===== src/rtl/fns_dec_rr_sched_if.sv =====
// Request/response bundle for the shared FNS decoder scheduler.
// slave = scheduler side, master = lane/consumer side.
interface fns_dec_rr_sched_if #(
  parameter int NLANE = 4,
  parameter int LW    = 2,
  parameter int CW    = 33,
  parameter int DW    = 24
);
  logic [NLANE-1:0]    req_valid;
  logic [NLANE*CW-1:0] req_code;
  logic [NLANE-1:0]    req_ready;
  logic                out_valid;
  logic [DW-1:0]       out_data;
  logic [LW-1:0]       out_lane;
  logic                out_ready;

  modport master (
    output req_valid, req_code, out_ready,
    input  req_ready, out_valid, out_data, out_lane
  );

  modport slave (
    input  req_valid, req_code, out_ready,
    output req_ready, out_valid, out_data, out_lane
  );
endinterface


===== src/rtl/fns_dec_rr_sched.sv =====
// Round-robin scheduler sharing one combinational FNS decoder among NLANE lanes,
// with a code stage (A) feeding the decoder and a registered output stage (B).
module fns_dec_rr_sched #(
  parameter int NLANE = 4,
  parameter int LW    = 2,
  parameter int CW    = 33,
  parameter int DW    = 24
) (
  input  logic                 clk,
  input  logic                 rst,
  fns_dec_rr_sched_if.slave    bus,
  output logic [CW-1:0]        dec_codein,
  input  logic [DW-1:0]        dec_dataout,
  output logic                 busy,
  output logic [15:0]          dec_cnt
);

  localparam logic [LW:0]   NL   = (LW+1)'(NLANE);
  localparam logic [LW-1:0] LAST = LW'(NLANE-1);

  logic          vld_a;
  logic [CW-1:0] code_a;
  logic [LW-1:0] lane_a;
  logic [LW-1:0] ptr;
  logic          ov;
  logic [DW-1:0] od;
  logic [LW-1:0] ol;

  logic          adv_a, adv_b, acc, found;
  logic [LW-1:0] g;
  logic [LW:0]   idx;
  logic [CW-1:0] code_g;

  assign adv_b = !ov || bus.out_ready;
  assign adv_a = !vld_a || adv_b;
  assign acc   = adv_a && !rst && (|bus.req_valid);

  // First requesting lane at or after ptr, wrapping modulo NLANE.
  always_comb begin
    found = 1'b0;
    g     = '0;
    idx   = '0;
    for (int unsigned k = 0; k < NLANE; k++) begin
      idx = {1'b0, ptr} + (LW+1)'(k);
      if (idx >= NL) idx = idx - NL;
      if (!found && bus.req_valid[idx[LW-1:0]]) begin
        found = 1'b1;
        g     = idx[LW-1:0];
      end
    end
  end

  assign code_g        = bus.req_code[g*CW +: CW];
  assign bus.req_ready = acc ? (NLANE'(1) << g) : '0;

  always_ff @(posedge clk) begin
    if (rst) begin
      vld_a   <= 1'b0;
      code_a  <= '0;
      lane_a  <= '0;
      ptr     <= '0;
      ov      <= 1'b0;
      od      <= '0;
      ol      <= '0;
      dec_cnt <= '0;
    end else begin
      if (adv_b) begin
        ov <= vld_a;
        if (vld_a) begin
          od <= dec_dataout;
          ol <= lane_a;
        end
      end
      if (adv_a) begin
        vld_a <= acc;
        if (acc) begin
          code_a <= code_g;
          lane_a <= g;
          ptr    <= (g == LAST) ? '0 : g + 1'b1;
        end
      end
      if (ov && bus.out_ready) dec_cnt <= dec_cnt + 16'd1;
    end
  end

  assign dec_codein    = code_a;
  assign bus.out_valid = ov;
  assign bus.out_data  = od;
  assign bus.out_lane  = ol;
  assign busy          = vld_a | ov;

endmodule


===== src/flat_wrapper.sv =====
// flat-port wrapper written by rule: the top's interface ports become plain ports
module fns_dec_rr_sched_flat 
#(
  parameter int NLANE = 4,
  parameter int LW    = 2,
  parameter int CW    = 33,
  parameter int DW    = 24
)
  (clk, rst, dec_codein, dec_dataout, busy, dec_cnt, bus_req_valid, bus_req_code, bus_out_ready, bus_req_ready, bus_out_valid, bus_out_data, bus_out_lane);
  fns_dec_rr_sched_if #(.NLANE(NLANE), .LW(LW), .CW(CW), .DW(DW)) bus_i ();
  input  logic clk;
  input  logic rst;
  output logic [CW-1:0] dec_codein;
  input  logic [DW-1:0] dec_dataout;
  output logic busy;
  output logic [15:0] dec_cnt;
  input wire logic [$bits(bus_i.req_valid)-1:0] bus_req_valid;
  input wire logic [$bits(bus_i.req_code)-1:0] bus_req_code;
  input wire logic [$bits(bus_i.out_ready)-1:0] bus_out_ready;
  output wire logic [$bits(bus_i.req_ready)-1:0] bus_req_ready;
  output wire logic [$bits(bus_i.out_valid)-1:0] bus_out_valid;
  output wire logic [$bits(bus_i.out_data)-1:0] bus_out_data;
  output wire logic [$bits(bus_i.out_lane)-1:0] bus_out_lane;
  assign bus_i.req_valid = bus_req_valid;
  assign bus_i.req_code = bus_req_code;
  assign bus_i.out_ready = bus_out_ready;
  assign bus_req_ready = bus_i.req_ready;
  assign bus_out_valid = bus_i.out_valid;
  assign bus_out_data = bus_i.out_data;
  assign bus_out_lane = bus_i.out_lane;
  fns_dec_rr_sched #(.NLANE(NLANE), .LW(LW), .CW(CW), .DW(DW)) u_core (.clk(clk), .rst(rst), .bus(bus_i), .dec_codein(dec_codein), .dec_dataout(dec_dataout), .busy(busy), .dec_cnt(dec_cnt));
endmodule

===== config.mk =====
export PLATFORM = sky130hd
export DESIGN_NAME = fns_dec_rr_sched_flat
export DESIGN_NICKNAME = d
export VERILOG_FILES = /design/src/rtl/fns_dec_rr_sched_if.sv /design/src/rtl/fns_dec_rr_sched.sv /design/src/flat_wrapper.sv
export SDC_FILE = /design/constraint.sdc
export NUM_CORES = 1
export LEC_CHECK = 0
export ABC_AREA = 1
export CAP_MARGIN = 30
export CORE_MARGIN = 2
export CORE_UTILIZATION = 37
export CTS_CLUSTER_DIAMETER = 80
export DETAILED_ROUTE_END_ITERATION = 10
export GPL_ROUTABILITY_DRIVEN = 0
export PLACE_DENSITY = 0.85
export SETUP_SLACK_MARGIN = 0.05
export SLEW_MARGIN = 15
export SYNTH_ARGS = -nofsm -noshare
export SYNTH_HDL_FRONTEND = slang
export SYNTH_SLANG_ARGS = --single-unit

===== constraint.sdc =====
create_clock -name clk -period 2.48 [get_ports clk]
set_clock_uncertainty 0.2 [all_clocks]
set_input_delay 0.62 -clock clk [delete_from_list [all_inputs] [get_ports clk]]
set_output_delay 0.62 -clock clk [all_outputs]
set_load 0.02 [all_outputs]

==> results of run 1 <==
## critical path: cells and delay by family (launching register included)
family	cells	cell delay, ns
AND/OR/NAND/NOR	8	0.92
buffers and inverters	5	0.49
flip-flops	1	0.41
## area by class of cell
type | instances | area [sq um]
clock buffers | 10 | 229
flip-flops and latches | 81 | 1630
clock inverters | 6 | 90.1
repair buffers | 316 | 3250
inverters | 95 | 372
multi-input cells | 564 | 2840
fillers | 1003 | 3990
well taps | 172 | 215
## synth_stat cells (all sizes together)
cell,instances
o211ai,3
nor3b,1
a21oi,26
nand3,117
nor2,111
nand4,6
nand2,221
clkbuf,23
ha,2
buf,23
clkinv,2
or2,4
nor3,7
o21a,3
dfxtp,81
inv,93
a31oi,3
xor2,1
xnor2,2
o21ai,36
nand3b,21
## state kept, by name, summed over array words and instances, names as in the netlist
register / flops
u_core.dec_codein: 33
u_core.bus.out_data: 24
u_core.dec_cnt: 16
u_core.bus.out_lane: 2
u_core.lane_a: 2
u_core.ptr: 2
u_core.bus.out_valid: 1
u_core.vld_a: 1
## through the flow
stage	power, W	utilization, %	TNS [ns]	cells
after floorplan	0.00572	-	-0.331	786
after global placement	0.00758	60.3	-24.28	1195
after detailed placement	0.00767	60.3	-27.05	1195
after CTS	0.0105	66.5	-1.55	1236
after global routing	0.0121	68.4	-5.95	1244
final	0.0113	68.4	-3.41	1244
## power by group through the flow
stage | Combinational, W | Clock [W] | Sequential (W)
after floorplan | 0.00350 | 0 | 0.00221
after global routing | 0.00861 | 0.00153 | 0.00191
final | 0.00799 | 0.00144 | 0.00187
after CTS | 0.00720 | 0.00147 | 0.00186
after detailed placement | 0.00581 | 0 | 0.00186
after global placement | 0.00573 | 0 | 0.00185
## placed cells by master (no fill, tap or decap), types with 4 or more instances in the layout
cell type        instances
a21oi_1                 23
buf_12                   9
buf_4                   46
buf_6                   14
clkbuf_16               11
clkdlybuf4s50_1        233
dfxtp_1                 79
inv_1                   81
inv_2                    9
nand2_1                195
nand2_2                 16
nand2_4                 10
nand3_1                106
nand3_2                  7
nand3_4                  4
nand3b_1                21
nand4_1                  5
nor2_1                 102
nor2_4                   6
nor3_1                   5
o21ai_0                 33
## per-layer routing
layer,global-route usage [%],vias to the layer above,share of wire [%]
met3,6.59,44,7.7
met1,28.3,2747,40
met2,42.9,273,49
met4,11.3,0,3.4
li1,-,3039,-
met5,0,-,0
## cells by family (layout without fill, tap and decap cells)
logic type / after synthesis / count (layout) / share of synthesized area (%)
AO/OA/AOI/OAI: 71 / 71 / 7.83
flip-flops: 81 / 81 / 33.9
XOR/XNOR: 3 / 3 / 0.550
AND/OR/NAND/NOR: 488 / 488 / 44.8
adder cells (fa/ha/maj): 2 / 2 / 0.523
buffers and inverters: 141 / 427 / 12.4
## final timing paths
kind / from / to / slack (ns) / cells past startpoint
worst max-delay path: u_core.ptr[0] / bus_req_ready[1] / -0.51 / 13
worst min-delay path: u_core.lane_a[1] / u_core.lane_a[1] / 0.28 / 2
worst max register to register: u_core.ptr[0] / u_core.dec_codein[20] / -0.21 / 21
worst min register to register: u_core.lane_a[1] / u_core.lane_a[1] / 0.28 / 2
## what timing repair did
item	in CTS	in global routing
gates cloned	4	2
setup endpoints to repair	44	39
hold endpoints to repair	0	0
hold buffers	0	0
buffers inserted	22	6
pin swaps	29	23
gates resized for setup	93	34
==> metrics.md, run 1 <==
| Metric | Value |
|---|---|
| Outcome | `finished with violations` |
| Violated checks | `negative setup slack` |
| CP Class | `reg2out` |
| Max cap viols | `0` |
| Avg Inst Size Synth | `6.08 sq um` |
| Post-synth top area share | `33.9%` |
| Critical Path RT | `1.66 ns` |
| Slew Viols, Final | `0` |
| Clk sinks | `81` |
| Switching share of total power | `44.8%` |
| Largest cells by area after synthesis | `dfxtp_1 (34%), nand2_1 (17%), nand3_1 (12%)` |
| Die H | `118 um` |
| Crit path launch type | `flip-flop` |
| Sequential Power Share | `16.6%` |
| Vias in the first global route | `5830` |
| WL final | `18000 um` |
| CP max stage cell | `dfxtp_4` |
| Core Area | `0.0126 sq mm` |
| Vias/cell | `4.91` |
| DRC | `0` |
| Critical Path Fanout Max | `11` |
| Worst hold slack | `0.276 ns` |
| Global-route wire length before repair | `28100 um` |
| Worst-path cell chain | `inv_8, buf_4, nand2_1, nand2_2, nand2_4, nand2_4, nor2_4, nand3b_1, nand3_4, buf_6, inv_2, nor3_4, buf_6` |
| Max incr delay on CP | `0.41 ns` |
| Initial antenna violation count | `0` |
| Initial Util | `37.9%` |
| Cell count after synthesis | `786` |
| CTS buffer count | `9` |
| Die area | `0.0138 sq mm` |
| Placed Area | `0.00761 sq mm` |
| Synth Warn # | `0` |
| PD cells | `1310 mW/mm^2` |
| Fraction of layout cells with a size suffix above 1 | `15.6%` |
| Post-route setup slack | `-0.511 ns` |
| P&R area growth vs syn | `80.5%` |
| H-Tree Level Count | `3` |
| FMAX | `0.334 GHz` |
| Post-route cell area | `0.00863 sq mm` |
| CTS max path bufs | `2` |
| RSZ-0062 raised after global routing | `true` |
| Leakage | `3.92 nW` |
| Grt ovf | `0` |
| Net count after synthesis | `951` |
| Ports | `244` |
| Detailed Place HPWL | `11900 um` |
| Clock slew at reported path FFs | `0.06 ns` |
| Largest net degree at the start of global routing | `61` |
| Routed length per instance | `14.5 um` |
| Max VDD drop | `0.000716 V` |
| Clk pwr share | `12.7%` |
| Antenna diodes | `0` |
| Final Setup Violations | `17` |
| Hold Vio Cnt, Final | `0` |
| CTS tree | `done` |
| Post-route ant nets | `0` |
| Fin nets | `1232` |
| Vias after detailed routing | `6103` |
| Clk_lat worst skew | `0.33 ns` |
| Row cnt | `41` |
| Post-place setup slack | `-1.24 ns` |
| CP arrival | `2.17 ns` |
| Starting DRC count in detailed routing | `405` |
| IO Port Bufs | `243` |
| CTS Root Cell | `clkbuf_16` |
| Gr usage total | `24.7%` |
| Largest area contributor in the netlist | `dfxtp_1` |
| Final period utilization | `121%` |
| Hold Crit Class | `reg2reg` |
| Yosys cell types | `33` |
| Die span in x | `118 um` |
| Worst Tran Pin Value | `0.613 ns` |
| Seq/Total Area, Yosys | `33.9%` |
| Int Pwr | `0.00624 W` |
| Post-synthesis cell area | `0.00478 sq mm` |
| Drt pass-1 iters | `5` |
| Slew margin rel. | `59.2%` |
| Critical Path End Type | `output pin` |
| Synth Register Bits | `81` |
| Combinational power share | `70.7%` |
| Net Sw Power | `0.00506 W` |
| Minimum clock period | `2.99 ns` |
No activity file was read; power rests on OpenSTA's default activity.
==> inputs of run 2 (changes only) <==
--- a/config.mk
+++ b/config.mk
@@ -8,11 +8,11 @@
 export ABC_AREA = 1
 export CAP_MARGIN = 30
 export CORE_MARGIN = 2
-export CORE_UTILIZATION = 37
+export CORE_UTILIZATION = 35
 export CTS_CLUSTER_DIAMETER = 80
 export DETAILED_ROUTE_END_ITERATION = 10
 export GPL_ROUTABILITY_DRIVEN = 0
-export PLACE_DENSITY = 0.85
+export PLACE_DENSITY = 0.82
 export SETUP_SLACK_MARGIN = 0.05
 export SLEW_MARGIN = 15
 export SYNTH_ARGS = -nofsm -noshare
==> metrics.md, run 2 (synthesized netlist as in run 1, its figures left out) <==
| Metric | Value |
|---|---|
| Most common cell after layout, fill and taps aside | `clkdlybuf4s50_1` |
| Antenna diodes | `0 (unchanged)` |
| CTS buffer count | `9 (unchanged)` |
| WL final | `18900 um (+4.9%)` |
| FMAX | `0.328 GHz (-1.8%)` |
| DRC | `0 (unchanged)` |
| H-Tree Level Count | `3 (unchanged)` |
| Slew Viols, Final | `0 (unchanged)` |
| CTS Hold Buffers Added | `0 (unchanged)` |
| Outcome | `finished with violations` |
| Vias in the first global route | `5710 (-2.1%)` |
| CTS Root Cell | `clkbuf_16` |
| RSZ-0062 raised after global routing | `true` |
| Post-route setup slack | `-0.567 ns (-0.0556 ns)` |
| Post-route cell area | `0.00851 sq mm (-1.4%)` |
| Violated checks | `negative setup slack` |
| CTS max path bufs | `2 (unchanged)` |
| Most frequent cells in the layout | `clkdlybuf4s50_1 (234), nand2_1 (191), nand3_1 (108)` |
| Minimum clock period | `3.05 ns (+0.0556 ns)` |
| Clock slew at reported path FFs | `0.06 ns (about the same)` |
| Slew margin rel. | `60.9% (+1.8 points)` |
| Post-route ant nets | `0 (unchanged)` |
| Core Area | `0.0133 sq mm (+5.4%)` |
| Row cnt | `42 (+2.4%)` |
| Ports | `244 (unchanged)` |
| Fin nets | `1224 (-0.65%)` |
| CP Class | `in2out` |
| Global-route wire length before repair | `27600 um (-1.7%)` |
| PD cells | `1280 mW/mm^2 (-2.5%)` |
| Die span in x | `121 um (+2.7%)` |
| Detailed Place HPWL | `12500 um (+5.3%)` |
| Fraction of layout cells with a size suffix above 1 | `15.2% (-0.35 points)` |
| IO Port Bufs | `243 (unchanged)` |
| Gr usage total | `23.7% (-1.1 points)` |
| Leakage | `3.85 nW (-1.8%)` |
| Critical Path Fanout Max | `4 (-7)` |
| Vias/cell | `4.98 (+1.4%)` |
| Worst Tran Pin Value | `0.586 ns (-0.0264 ns)` |
| Final period utilization | `123% (+2.2 points)` |
| P&R area growth vs syn | `78.0%` |
| Critical Path End Type | `output pin` |
| Hold Vio Cnt, Final | `0 (unchanged)` |
| Die area | `0.0146 sq mm (+5.5%)` |
| Clk_lat worst skew | `0.35 ns (+0.02 ns)` |
| Starting DRC count in detailed routing | `351 (-13%)` |
| CTS tree | `done` |
| Largest register FFs | `33 (unchanged)` |
| Max VDD drop | `0.000805 V (+12%)` |
| Drt pass-1 iters | `5 (unchanged)` |
| Final Setup Violations | `10 (-7)` |
| Max cap viols | `0 (unchanged)` |
| FILL cells | `1163 (+16%)` |
| Crit path launch type | `primary input` |
| Clk sinks | `81 (unchanged)` |
| Initial Util | `35.9% (-1.9 points)` |
| Setup TNS | `-2.12 ns (+1.29 ns)` |
| CP arrival | `2.23 ns (+0.06 ns)` |
| Layout Cells excl Fill | `1240 (-0.32%)` |
| Hold Crit Class | `reg2reg` |
| Initial antenna violation count | `0 (unchanged)` |
| Die H | `121 um (+2.7%)` |
| Vias after detailed routing | `6170 (+1.1%)` |
| Largest net degree at the start of global routing | `61 (unchanged)` |
| Worst hold slack | `0.286 ns (+0.00917 ns)` |
| Placed Area | `0.00765 sq mm (+0.53%)` |
| DP Cell Count | `1205 (+0.84%)` |
| Critical Path RT | `1.66 ns (about the same)` |
| Routed length per instance | `15.3 um (+5.3%)` |
| Core Util, Final | `64.0% (-4.4 points)` |
| Grt ovf | `0 (unchanged)` |
[run 2: cell count changes in the layout (fill, tap and decap cells not counted), sizes merged]
cell           delta
bufbuf            -1
clkinvlp          -1
buf               -9
clkinv            +1
bufinv            -2
dlymetal6s2s      -1
clkdlybuf4s50     +1
inv               +3
clkdlybuf4s15     +1
[run 2: per-stage QoR]
step	setup slack, ns	total power, W
floorplan	-0.141	0.00572
global placement	-1.15	0.00764
detailed placement	-1.18	0.00774
CTS	-0.371	0.00942
global route	-0.618	0.0116
finish	-0.567	0.0109
[run 2: cell type report]
class                           count  area [sq um]  share of cell area (%)
Sequential cell                    81          1630                    19.1
Clock inverter                      7          60.1                   0.706
Tap cell                          176           220                    2.59
Multi-Input combinational cell    564          2860                    33.7
Clock buffer                        9           225                    2.65
Timing Repair Buffer              308          3140                    36.9
Inverter                           95           372                    4.37
[run 2: final timing paths]
path / cells past startpoint / end / slack (ns) / from
worst max-delay path: 12 / bus_req_ready[1] / -0.57 / bus_req_valid[2]
worst min-delay path: 2 / u_core.bus.out_lane[1] / 0.29 / u_core.bus.out_lane[1]
worst min register to register: 2 / u_core.bus.out_lane[1] / 0.29 / u_core.bus.out_lane[1]
worst max register to register: 18 / u_core.dec_codein[0] / -0.05 / u_core.ptr[0]
[run 2: worst max-delay path: stages]
cell	delay (ns)
clkdlybuf4s15_2	0.23
inv_2	0.08
nand2_1	0.08
nand2_2	0.10
nor2_1	0.06
a31oi_1	0.25
nand2_2	0.12
nor2_4	0.16
inv_4	0.08
buf_6	0.13
nor3_4	0.17
buf_6	0.14
[run 2: repair_timing]
item	4_1_cts	5_1_grt
buffers inserted	6	6
endpoints found under the setup margin	43	43
gates resized for setup	59	73
pin swaps	12	32
cloned	1	6
[run 2: report_power, final]
part           total [W]  leakage, nW  switching (W)  internal [W]
clock network    0.00129        0.143       0.000591      0.000699
registers        0.00186        0.669       0.000211       0.00165
logic            0.00771         3.03        0.00432       0.00339
total             0.0109         3.85        0.00512       0.00574
[run 2: routing by layer]
metal / GRT usage (%) / routed length, um / vias up / share of wire, %
met2: 42.3 / 9540 / 277 / 50
met3: 7.71 / 1720 / 49 / 9.1
li1: - / - / 3030 / -
met5: 0 / 0 / - / 0
met4: 9.67 / 553 / 0 / 2.9
met1: 25.5 / 7100 / 2814 / 38
